<file path="src/rtl/dw_denorm_pkg.sv">
// Shared types and elaboration helpers for the sequential denormalizer.
package dw_denorm_pkg;

    typedef enum logic [1:0] {
        IDLE  = 2'd0,
        SHIFT = 2'd1,
        DONE  = 2'd2
    } state_t;

    // Number of bits needed to encode values 0..v-1.
    function automatic int clog2(input int v);
        int r;
        r = 0;
        while ((1 << r) < v) r++;
        return r;
    endfunction

    // Smaller of two non-negative integers (shift step and clamp sizing).
    function automatic int min_int(input int x, input int y);
        return (x < y) ? x : y;
    endfunction

endpackage

</file>
<file path="src/rtl/dw_denorm_step.sv">
// One shift step: b >> k plus the OR of the bits that fall off the bottom.
module dw_denorm_step
    import dw_denorm_pkg::*;
#(
    parameter int a_width    = 8,
    parameter int shift_step = 2
) (
    input  logic [a_width-1:0]                 b_i,
    input  logic [clog2(shift_step+1)-1:0]     k_i,
    output logic [a_width-1:0]                 b_o,
    output logic                               or_o
);

    // k never exceeds shift_step, so only the low shift_step bits can be lost.
    always_comb begin
        b_o  = b_i >> k_i;
        or_o = 1'b0;
        for (int i = 0; i < shift_step; i++) begin
            if (i < int'(k_i)) or_o = or_o | b_i[i];
        end
    end

endmodule

</file>
<file path="src/rtl/dw_denorm_seq.sv">
// Sequential right-shift denormalizer: aligns a mantissa by sh bits,
// at most shift_step bits per cycle, accumulating a sticky bit.
module dw_denorm_seq
    import dw_denorm_pkg::*;
#(
    parameter int a_width    = 8,
    parameter int exp_width  = 4,
    parameter int shift_step = 2
) (
    input  logic                  clk,
    input  logic                  rst_n,
    input  logic                  in_valid,
    output logic                  in_ready,
    input  logic [a_width-1:0]    a,
    input  logic [exp_width-1:0]  exp_in,
    input  logic [exp_width-1:0]  sh,
    output logic                  out_valid,
    input  logic                  out_ready,
    output logic [a_width-1:0]    b,
    output logic                  sticky,
    output logic [exp_width-1:0]  exp_out,
    output logic                  ovfl,
    output logic                  busy
);

    // rem must hold both any sh value and the clamp value a_width.
    localparam int RW = (exp_width > clog2(a_width + 1)) ? exp_width : clog2(a_width + 1);
    localparam int KW = clog2(shift_step + 1);

    state_t                 state_q, state_d;
    logic [a_width-1:0]     b_q, b_d;
    logic                   sticky_q, sticky_d;
    logic [exp_width-1:0]   exp_q, exp_d;
    logic                   ovfl_q, ovfl_d;
    logic [RW-1:0]          rem_q, rem_d;

    logic [RW-1:0]          rem0;
    logic [RW-1:0]          k_rw;
    logic [KW-1:0]          k_w;
    logic [exp_width:0]     exp_sum;
    logic [a_width-1:0]     b_sh;
    logic                   sh_or;

    // Per-cycle step size, clamped shift distance and widened exponent sum.
    always_comb begin
        k_rw    = RW'(min_int(int'(rem_q), shift_step));
        k_w     = k_rw[KW-1:0];
        rem0    = RW'(min_int(int'(sh), a_width));
        exp_sum = {1'b0, exp_in} + {1'b0, sh};
    end

    dw_denorm_step #(
        .a_width    (a_width),
        .shift_step (shift_step)
    ) u_step (
        .b_i  (b_q),
        .k_i  (k_w),
        .b_o  (b_sh),
        .or_o (sh_or)
    );

    // State and datapath registers; reset drops any transaction in flight.
    always_ff @(posedge clk or negedge rst_n) begin
        if (!rst_n) begin
            state_q  <= IDLE;
            b_q      <= '0;
            sticky_q <= 1'b0;
            exp_q    <= '0;
            ovfl_q   <= 1'b0;
            rem_q    <= '0;
        end else begin
            state_q  <= state_d;
            b_q      <= b_d;
            sticky_q <= sticky_d;
            exp_q    <= exp_d;
            ovfl_q   <= ovfl_d;
            rem_q    <= rem_d;
        end
    end

    // Next-state logic: accept in IDLE, shift until rem runs out, hold in DONE.
    always_comb begin
        state_d = state_q;
        unique case (state_q)
            IDLE:    if (in_valid) state_d = (rem0 == '0) ? DONE : SHIFT;
            SHIFT:   if (rem_q == k_rw) state_d = DONE;
            DONE:    if (out_ready) state_d = IDLE;
            default: state_d = IDLE;
        endcase
    end

    // Datapath next values: load on accept, shift in SHIFT, otherwise hold.
    always_comb begin
        b_d      = b_q;
        sticky_d = sticky_q;
        exp_d    = exp_q;
        ovfl_d   = ovfl_q;
        rem_d    = rem_q;
        if (state_q == IDLE && in_valid) begin
            b_d             = a;
            sticky_d        = 1'b0;
            {ovfl_d, exp_d} = exp_sum;
            rem_d           = rem0;
        end else if (state_q == SHIFT) begin
            b_d      = b_sh;
            sticky_d = sticky_q | sh_or;
            rem_d    = rem_q - k_rw;
        end
    end

    // Handshake and status outputs are pure decodes of the state.
    always_comb begin
        in_ready  = (state_q == IDLE);
        busy      = (state_q != IDLE);
        out_valid = (state_q == DONE);
    end

    assign b       = b_q;
    assign sticky  = sticky_q;
    assign exp_out = exp_q;
    assign ovfl    = ovfl_q;

endmodule
</file>
<file path="config.mk">
export PLATFORM = sky130hd
export DESIGN_NAME = dw_denorm_seq
export DESIGN_NICKNAME = d
export VERILOG_FILES = /design/src/rtl/dw_denorm_pkg.sv /design/src/rtl/dw_denorm_step.sv /design/src/rtl/dw_denorm_seq.sv
export SDC_FILE = /design/constraint.sdc
export NUM_CORES = 1
export LEC_CHECK = 0
export CAP_MARGIN = 20
export CELL_PAD_IN_SITES_DETAIL_PLACEMENT = 0
export CELL_PAD_IN_SITES_GLOBAL_PLACEMENT = 1
export CORE_UTILIZATION = 31
export DETAILED_ROUTE_END_ITERATION = 8
export PLACE_DENSITY_LB_ADDON = 0.1
export SLEW_MARGIN = 20
export SYNTH_ARGS = -nofsm -noshare
export SYNTH_HDL_FRONTEND = slang
export SYNTH_SLANG_ARGS = --single-unit
</file>
<file path="constraint.sdc">
create_clock -name clk -period 1.4 [get_ports clk]
set_input_delay 0.21 -clock clk [delete_from_list [all_inputs] [get_ports clk]]
set_output_delay 0.21 -clock clk [all_outputs]
set_load 0.05 [all_outputs]
</file>
==> results of run 1 <==
==> worst register-to-register path: stages, from the launching register on <==
cell and delay, ns:
dfrtp_2 0.46, or4_4 0.54, a21oi_4 0.26, a221o_1 0.19
==> cells in the final DEF (no fill, tap or decap), types with 4 or more instances in the layout <==
master and instances:
buf_6 5, ha_1 4, a221o_1 4, dfrtp_1 17
nor2_1 4, nand2_1 10, buf_12 17, buf_4 32
o21ai_0 6, clkdlybuf4s50_1 17, a21oi_1 4, inv_1 6
==> layer usage <==
| metal | vias to the layer above | GRT usage (%) | share of wire, % |
|---|---|---|---|
| li1 | 593 | - | - |
| met1 | 585 | 22.62 | 45 |
| met2 | 28 | 28.99 | 49 |
| met3 | 6 | 4.643 | 4.2 |
| met4 | 0 | 3.125 | 1.0 |
| met5 | - | 0 | 0 |
==> worst max-delay path by stage <==
stage | depth (start not counted) | from | slack [ns] | end
CTS | 3 | rem_q[2]$_DFFE_PN0P_ | -0.09 | b[6]$_DFFE_PN0P_
global route | 6 | rem_q[2]$_DFFE_PN0P_ | -0.15 | rem_q[1]$_DFFE_PN0P_
finish | 3 | rem_q[1]$_DFFE_PN0P_ | -0.10 | b[6]$_DFFE_PN0P_
global placement | 7 | sh[0] | -0.27 | ovfl$_DFFE_PN0P_
floorplan | 4 | rem_q[3]$_DFFE_PN0P_ | -0.07 | b[2]$_DFFE_PN0P_
detailed placement | 7 | sh[0] | -0.33 | ovfl$_DFFE_PN0P_
==> power by group through the flow <==
stage | clock, uW | sequential, uW | combinational (uW)
after global placement | 0 | 1240 | 3470
after CTS | 601 | 1230 | 3720
after detailed placement | 0 | 1240 | 3500
after floorplan | 0 | 1710 | 1290
final | 585 | 1240 | 3840
after global routing | 619 | 1280 | 4070
==> logic make-up (layout without fill, tap and decap cells) <==
group / Yosys count / count (layout)
other: 1 / 1
flip-flops: 20 / 20
adder cells (fa/ha/maj): 6 / 6
buffers and inverters: 17 / 87
AND/OR/NAND/NOR: 36 / 36
AO/OA/AOI/OAI: 39 / 39
XOR/XNOR: 2 / 2
==> final cells by class <==
cell class | instances | area, um2 | share of cell area, %
inverter | 10 | 45.04 | 2.064
clock buffer | 3 | 41.29 | 1.892
clock inverter | 1 | 30.03 | 1.376
timing repair buffer | 73 | 832.0 | 38.13
sequential | 20 | 504.2 | 23.11
tap | 48 | 60.06 | 2.752
multi-input combinational | 84 | 669.4 | 30.68
==> repair_timing <==
| action | CTS | global route |
|---|---|---|
| cloned | 0 | 0 |
| pin swaps | 6 | 9 |
| setup buffers | 5 | 1 |
| setup endpoints to repair | 15 | 17 |
| hold endpoints to repair | 0 | 0 |
| resized for setup | 16 | 14 |
==> flip-flops by register name (all words and copies together) (netlist names) <==
| name | flops |
|---|---|
| ovfl | 1 |
| exp_out | 4 |
| rem_q | 4 |
| sticky | 1 |
| state_q | 2 |
| b | 8 |
==> stage by stage <==
step,total power (uW),utilization (%),worst slack [ns],instances
after floorplan,2992,-,-0.06555,121
after global placement,4703,54.10,-0.2688,229
final,5661,59.60,-0.1012,239
after global routing,5970,59.60,-0.1450,239
after CTS,5545,58.10,-0.08676,238
after detailed placement,4740,54.10,-0.3329,229
==> impl_results.md, run 1 <==
* Root buffer cell: clkbuf_8
* Clock transition at the registers of the reported paths at 0.08 ns
* Startpoint types: flop
* Ports at 37
* Share of cells above drive strength 1 at 42.41%
* Num CTS Buffers at 3
* DP Area at 0.001981 mm2
* Core footprint at 0.003661 mm2
* Clk buf depth at 2
* Antenna viol nets, final at 0
* CTS sink count at 20
* CP Max Fanout at 6
* Adder-Cell Fraction of Synth Area at 6.955%
* Post-synth top cells: dfrtp_1 (20), nand2_1 (11), inv_1 (10)
* Post-route cell area at 0.002182 mm2
* Placer Congestion at 0.7837
* Critical Path RT at 1.60 ns
* Largest family of logic cells by synthesized area: compound AO/OA/AOI/OAI gates
* Synth top area share at 42.15%
* Synth area leaders: dfrtp_1 (42%), ha_1 (5.3%), nand2_1 (3.5%)
* NetSw at 2443 uW
* Primary FF master, synth: dfrtp_1
* Final worst slack at -0.1012 ns
* Die area at 0.004082 mm2
* Synth Area in XOR/XNOR at 1.475%
* DRT iter0 DRCs at 40
* Synth cell types at 44
* Hold Crit Class: input pin to async pin
* Sw frac at 43.14%
* Status: complete, but fails checks
* CP Cell Sequence: or4_4, a21oi_4, a221o_1
* Max Clk Rate at 666.1 MHz
* Number of flops mapped to enable cells by yosys at 0
* Clk pwr share at 10.3%
* Chip width at 63.89 um
* GRT Total Usage at 17.38%
* Post-synth ARST share at 100.0%
* RSZ-0062 raised after global routing: yes
* Synth Register Bits at 20
* GRT overflow at 0
* Hold_buf cts at 0
* Final net count at 218
* Logic pwr share at 67.8%
* Tmin final at 1.501 ns
* Mux contribution to synthesized area at 0%
* LEAKAGE at 0.0009841 uW
* Largest net degree at the start of global routing at 21
* Cells after synthesis at 121
* Setup crit end kind: flop
* Maximum VDD drop at 1489 uV
* Clock skew at 0.001045 ns
* Crit-path leading delay family: simple AND/OR/NAND/NOR gates
* Port Buf Inserts at 36
* Hold Vio Cnt, Final at 0
* Most common cell in the netlist: dfrtp_1
* Kind of critical path: flop to flop
* Sequential power share at 21.9%
* Internal power at 3219 uW
* Compound-cell area share of the yosys netlist at 25.18%
* Hold_ws at 0.2883 ns
* Final setup violation count at 9
* Buf/Inv on CP at 0
* Failing checks: setup timing
* Avg WL per Cell at 13.90 um
* Skew-Pair Late Insertion Delay at 0.26 ns
* Post-synth top area cell: dfrtp_1
* Post-Syn Nets at 147
* # fillers at 306
* Power Density at 2595 mW/mm2
* DRT Pass-1 Iters at 4
* Final wirelength at 3322 um
* Critical Path Slowest Stage Cell: or4_4
* Setup TNS Final at -0.6686 ns
* Synth Area in Simple Gates at 16.86%
* Vias at 1212
* R2r setup slk at -0.10 ns
* Reg-to-Reg Start: rem_q[1]$_DFFE_PN0P_
* Synth warn at 0
* Mean Syn Cell Area at 9.813 um2
* Max stage delay on crit path at 0.53 ns
* Initial antenna violation count at 0
* Post-route DRC at 0
* Initial Util at 32.43%
* CP arrival at 1.71 ns
* Register area share after synthesis at 42.15%
* Final slew viol count at 0
* Max-cap violations at 0
* Area grow syn2layout at 83.77%
* Reg-to-reg critical path endpoint: b[6]$_DFFE_PN0P_
* Die extent in y at 63.89 um
* Vias/cell at 5.071
* Htree depth at 1
* Row cnt at 22
* Final HPWL DP at 2482 um
* Ant diodes at 0
* Mapped Area at 0.001187 mm2
* CTS tree: yes
* First-pass GRT wire length at 5561 um
* Number of global-route vias before repair at 1201
* Tcrit/Tclk final at 107.2%
* FF-to-FF path depth at 3
Note: power is estimated with default switching activity, not from simulation.
==> run 2, diff against run 1 <==
--- a/config.mk
+++ b/config.mk
@@ -5,7 +5,6 @@
 export SDC_FILE = /design/constraint.sdc
 export NUM_CORES = 1
 export LEC_CHECK = 0
-export CAP_MARGIN = 20
 export CELL_PAD_IN_SITES_DETAIL_PLACEMENT = 0
 export CELL_PAD_IN_SITES_GLOBAL_PLACEMENT = 1
 export CORE_UTILIZATION = 31
==> results of run 2 <==
Same layout as run 1: the final DEF is identical, and so are final timing and power.
